==> src/rtl/cp0_unit.sv <==
// MIPS-style coprocessor-0 subset: SR, Cause and EPC with exception/interrupt entry and eret.
// Optional macro CP0_PRID_EN adds a read-only PRId register at address 15.
module cp0_unit #(
    parameter logic [31:0] HANDLER_PC = 32'h0000_4180
) (
    input  logic        clk,
    input  logic        reset,
    input  logic        en,
    input  logic [4:0]  cp0_addr,
    input  logic [31:0] cp0_in,
    output logic [31:0] cp0_out,
    input  logic [31:0] vpc,
    input  logic        bd_in,
    input  logic [4:0]  exc_code_in,
    input  logic [5:0]  hw_int,
    input  logic        exl_clr,
    output logic        req,
    output logic [31:0] epc_out,
    output logic [31:0] handler_pc
);

    localparam logic [4:0]  ADDR_SR    = 5'd12;
    localparam logic [4:0]  ADDR_CAUSE = 5'd13;
    localparam logic [4:0]  ADDR_EPC   = 5'd14;
    localparam logic [4:0]  ADDR_PRID  = 5'd15;
    localparam logic [31:0] PRID_VALUE = 32'h2024_0001;

    logic [5:0]  r_im;
    logic        r_exl;
    logic        r_ie;
    logic        r_bd;
    logic [5:0]  r_ip;
    logic [4:0]  r_exc_code;
    logic [31:0] r_epc;

    logic [5:0]  w_im_nxt;
    logic        w_exl_nxt;
    logic        w_ie_nxt;
    logic        w_bd_nxt;
    logic [4:0]  w_exc_code_nxt;
    logic [31:0] w_epc_nxt;

    logic        w_int_req;
    logic        w_exc_req;
    logic        w_req;
    logic [31:0] w_sr;
    logic [31:0] w_cause;
    logic        w_unused_cp0_in;

    // EXL masks both sources so a handler is never re-entered before eret.
    assign w_int_req = (|(hw_int & r_im)) & r_ie & ~r_exl;
    assign w_exc_req = (exc_code_in != 5'd0) & ~r_exl;
    assign w_req     = w_int_req | w_exc_req;

    assign req        = w_req;
    assign epc_out    = r_epc;
    assign handler_pc = HANDLER_PC;

    assign w_sr    = {16'h0000, r_im, 8'h00, r_exl, r_ie};
    assign w_cause = {r_bd, 15'h0000, r_ip, 3'b000, r_exc_code, 2'b00};

    assign w_unused_cp0_in = ^{cp0_in[31:16], cp0_in[9:2]};

    // Next-state selection: exception entry beats eret, which in turn yields to an mtc0 SR write.
    always_comb begin
        w_im_nxt       = r_im;
        w_exl_nxt      = r_exl;
        w_ie_nxt       = r_ie;
        w_bd_nxt       = r_bd;
        w_exc_code_nxt = r_exc_code;
        w_epc_nxt      = r_epc;
        if (w_req) begin
            w_exl_nxt      = 1'b1;
            w_bd_nxt       = bd_in;
            w_exc_code_nxt = w_int_req ? 5'd0 : exc_code_in;
            w_epc_nxt      = bd_in ? (vpc - 32'd4) : vpc;
        end else begin
            if (exl_clr) begin
                w_exl_nxt = 1'b0;
            end else begin
                w_exl_nxt = r_exl;
            end
            if (en) begin
                case (cp0_addr)
                    ADDR_SR: begin
                        w_im_nxt  = cp0_in[15:10];
                        w_exl_nxt = cp0_in[1];
                        w_ie_nxt  = cp0_in[0];
                    end
                    ADDR_EPC: begin
                        w_epc_nxt = cp0_in;
                    end
                    default: begin
                        w_epc_nxt = r_epc;
                    end
                endcase
            end else begin
                w_epc_nxt = r_epc;
            end
        end
    end

    // State registers; IP tracks the interrupt lines every cycle outside reset.
    always_ff @(posedge clk) begin
        if (reset) begin
            r_im       <= 6'd0;
            r_exl      <= 1'b0;
            r_ie       <= 1'b0;
            r_bd       <= 1'b0;
            r_ip       <= 6'd0;
            r_exc_code <= 5'd0;
            r_epc      <= 32'd0;
        end else begin
            r_im       <= w_im_nxt;
            r_exl      <= w_exl_nxt;
            r_ie       <= w_ie_nxt;
            r_bd       <= w_bd_nxt;
            r_ip       <= hw_int;
            r_exc_code <= w_exc_code_nxt;
            r_epc      <= w_epc_nxt;
        end
    end

    // mfc0 read mux.
    always_comb begin
        cp0_out = 32'd0;
        case (cp0_addr)
            ADDR_SR:    cp0_out = w_sr;
            ADDR_CAUSE: cp0_out = w_cause;
            ADDR_EPC:   cp0_out = r_epc;
`ifdef CP0_PRID_EN
            ADDR_PRID:  cp0_out = PRID_VALUE;
`else
            ADDR_PRID:  cp0_out = 32'd0;
`endif
            default:    cp0_out = 32'd0;
        endcase
    end

endmodule

==> config.mk <==
export PLATFORM = sky130hd
export DESIGN_NAME = cp0_unit
export DESIGN_NICKNAME = d
export VERILOG_FILES = /design/src/rtl/cp0_unit.sv
export SDC_FILE = /design/constraint.sdc
export NUM_CORES = 1
export LEC_CHECK = 0
export BUFFER_PORTS_ARGS = -buffer_cell sky130_fd_sc_hd__buf_2
export CAP_MARGIN = 20
export CORE_ASPECT_RATIO = 1.75
export CORE_UTILIZATION = 35
export DETAILED_ROUTE_END_ITERATION = 8
export HOLD_SLACK_MARGIN = 0.06
export PLACE_DENSITY_LB_ADDON = 0.12
export SLEW_MARGIN = 15
export SYNTH_ARGS = -nofsm -noshare
export SYNTH_HDL_FRONTEND = slang
export SYNTH_SLANG_ARGS = --single-unit
==> constraint.sdc <==
create_clock -name clk -period 2.05 [get_ports clk]
set_input_delay 0.1025 -clock clk [delete_from_list [all_inputs] [get_ports clk]]
set_output_delay 0.1025 -clock clk [all_outputs]
set_load 0.05 [all_outputs]
==> results.yml <==
run_status:
  status: "finished clean"
setup_path:
  cp-start-kind: "register"
  critPathCaptureType: "primary output"
  worstPathCellList: "a22o_1 > o31ai_4 > a21o_1 > inv_2 > buf_12 > buf_4"
  path_max_fanout: 35
  slowest_delay_ns: 0.34
  path_class: "reg -> out"
  cp.arrival_ns: 1.84
  required_ns: 1.95
  slowest_stage: "dfxtp_1"
drt:
  wl_per_cell_um: 16.0
  num_vias: 3489
  vias_per_cell: 5.06
  route.detailed.drc: 0
  initialDrtViolationCount: 179
  drt-total-wl_um: 11000
  ant_nets: 0
  dr.pass1.iters: 4
floorplanning:
  dieArea_mm2: 0.00989
  core_mm2: 0.00915
  die_y_um: 131
  io_pins: 182
  initial_core_util_pct: 36.3
  die_w_um: 75.6
  rows: 46
timing:
  fin_crit_ns: 1.94
  skew_ns: 0.00622
  setup_viol: 0
  rsz0062_at_grt: "no"
  maxSlewViolCount: 0
  relSlewSlack_pct: 57.7
  finalCritPeriodShare_pct: 94.8
  worst_pin_slew_ns: 0.633
  setup_tns_ns: 0
  finalHoldViolations: 0
  max_freq_mhz: 514
final_layout:
  drive_above_1_share_pct: 34.9
  nNetsFinal: 653
  layout.cells.non_filler: 689
  fin_util_pct: 48.5
  syn_to_final_growth_pct: 33.8
power_and_ir_drop:
  powerDensity_mw_per_mm2: 669
  clkPwrFrac_pct: 32.6
  swShare_pct: 35.8
  p_sw_w: 0.00106
  seq_power_share_pct: 38.5
  pwr-share-comb_pct: 28.8
  p_int_w: 0.00191
  ir_drop_v: 0.000313
  cellLeakagePower_nw: 2.05
global_routing:
  grt_pass1_wl_um: 16300
  overflow: 0
  grt.total_usage_pct: 22.3
  grt_max_degree: 59
  grt_pass1_vias: 3248
  antenna_found_initial: 1
synth:
  synth_edf_count: 0
  syn_inst: 412
  ys_types: 46
  yosys_warnings: 0
  synth_top_flop_cell: "dfxtp_1"
  syn_area_mm2: 0.00332
  ys_seq_area_share_pct: 31.4
  avgSynthCellArea_um2: 8.05
  async_reset_ff_share_pct: 0
  synth_seq_cells: 52
placement:
  hpwlAfterDp_um: 8390
  dp.cells: 674
  gp_congestion: 0.844
  io_buffers: 149
cts:
  cts_buffer_depth: 2
  cts_max_level: 2
  cts.root.buffer_cell: "clkbuf_16"
  cts_tree: "yes"
  clk_latency_ns: 0.29
  clkTransAtPathRegs_ns: 0.07
  cts_setup_buffers: 0
  clock_sinks: 52
  cts_buffers: 5
worst_hold_path:
  hold_class: "in -> reg"
flow_run:
  cap_violations: 0
stage by stage:
step / total power (W) / setup WS [ns] / instance area (µm²) / hold slack, ns
after floorplan: 0.00179 / 0.0386 / 3430 / 0.231
after global placement: 0.00201 / -0.109 / 4190 / 0.328
after detailed placement: 0.00202 / -0.145 / 4190 / 0.341
after CTS: 0.00300 / 0.0148 / 4440 / 0.0601
after global routing: 0.00310 / 0.0247 / 4440 / 0.0718
final: 0.00297 / 0.106 / 4440 / 0.0633
layout make-up:
class | count | area [µm²]
multi-input cells | 324 | 2030
repair buffers | 179 | 1030
diodes | 1 | 2.50
well taps | 120 | 150
flip-flops and latches | 52 | 1040
clock buffers | 5 | 125
inverters | 5 | 18.8
fillers | 957 | 4710
clock inverters | 3 | 42.5
cell usage in the layout, fill, tap and decap left out, drive strengths merged, types with 3 or more instances in the layout:
| cell type | netlist | layout |
|---|---|---|
| buf | 37 | 173 |
| dfxtp | 52 | 52 |
| nor2 | 38 | 38 |
| nand2 | 36 | 36 |
| conb | 2 | 32 |
| nand3 | 22 | 22 |
| a211oi | 22 | 22 |
| and2 | 19 | 19 |
| xnor2 | 19 | 19 |
| mux2i | 15 | 15 |
| a311oi | 13 | 13 |
| a21oi | 13 | 13 |
| nor4 | 12 | 12 |
| a22o | 11 | 11 |
| and3 | 10 | 10 |
| xor2 | 8 | 8 |
| o21ai | 6 | 6 |
| nor2b | 6 | 6 |
| dlygate4sd3 | 0 | 6 |
| mux2 | 5 | 5 |
| nor3 | 5 | 5 |
| a31o | 5 | 5 |
| clkbuf | 24 | 5 |
| inv | 4 | 5 |
| or4 | 5 | 5 |
| nand4 | 3 | 3 |
| or3 | 3 | 3 |
worst paths after layout:
path / depth (start not counted) / from / slack, ns / endpoint
hold / removal: 2 / hw_int[4] / 0.06 / r_ip[4]
setup / recovery: 6 / r_im[0] / 0.11 / req
setup reg to reg: 6 / r_im[0] / 0.23 / epc_out[4]
hold reg to reg: 2 / r_bd / 0.46 / r_bd
state kept, by name (all words and copies together) (netlist names):
signal,flops
epc_out,32
r_bd,1
r_exc_code,5
r_exl,1
r_ie,1
r_im,6
r_ip,6
layer usage:
layer / vias to the layer above / GRT usage [%] / part of all wire, %
li1: 1721 / - / -
met1: 1617 / 23.5 / 37
met2: 136 / 43.0 / 57
met3: 15 / 2.68 / 4.0
met4: 0 / 8.61 / 1.9
met5: - / 0 / 0
kinds of logic (layout without fill, tap and decap cells):
logic type | count (synthesis) | after routing | share of synthesized area (%)
and+or+nand+nor | 166 | 166 | 25.9
other | 2 | 33 | 0.226
xor gates and xnor gates | 27 | 27 | 7.13
buffers and inverters | 66 | 192 | 11.2
DFF | 52 | 52 | 31.4
muxes | 20 | 20 | 6.22
AOI/OAI and AO/OA | 78 | 78 | 17.6
adders and majority gates | 1 | 1 | 0.377
worst max-delay path, delay by kind of cell, from the launching register on:
kind	cells	cell delay, ns
AO/OA/AOI/OAI	3	0.78
buffers and inverters	3	0.42
flip-flops	1	0.34
repair_timing:
item	4_1_cts	5_1_grt
resized for setup	3	1
hold buffers	6	0
endpoints found under the setup margin	1	1
hold endpoints to repair	6	0
pin swaps	0	1
power by group through the flow:
| stage | Clock [W] | Combinational [W] | Sequential [W] |
|---|---|---|---|
| 6_report | 0.000969 | 0.000857 | 0.00114 |
| 5_1_grt | 0.00103 | 0.000915 | 0.00115 |
| 4_1_cts | 0.000999 | 0.000859 | 0.00115 |
| 3_5_place_dp | 0 | 0.000848 | 0.00117 |
| 3_3_place_gp | 0 | 0.000843 | 0.00117 |
| 2_1_floorplan | 0 | 0.000430 | 0.00136 |
synthesized netlist by cell type, types with 2 or more instances:
cell type	number	area, µm²
a21oi_1	13	65.1
nor3_1	5	25.0
a311oi_1	13	114
xor2_1	8	70.1
nand3_1	22	110
buf_4	32	240
and3_1	10	62.6
or3_1	3	18.8
or4_1	4	30.0
xnor2_1	19	166
a211oi_1	22	165
o21ai_0	6	30.0
nand4_1	3	18.8
nor4_1	11	68.8
o31a_1	2	17.5
clkbuf_1	24	90.1
a31o_2	5	43.8
mux2_2	5	56.3
and2_1	19	119
dfxtp_1	52	1040
conb_1	2	7.51
a22o_1	11	96.3
nor2b_1	6	37.5
nand2_1	36	135
buf_1	2	7.51
inv_1	4	15.0
mux2i_1	15	150
buf_2	3	15.0
nor2_1	38	143
Power figures use the tool's default switching activity.
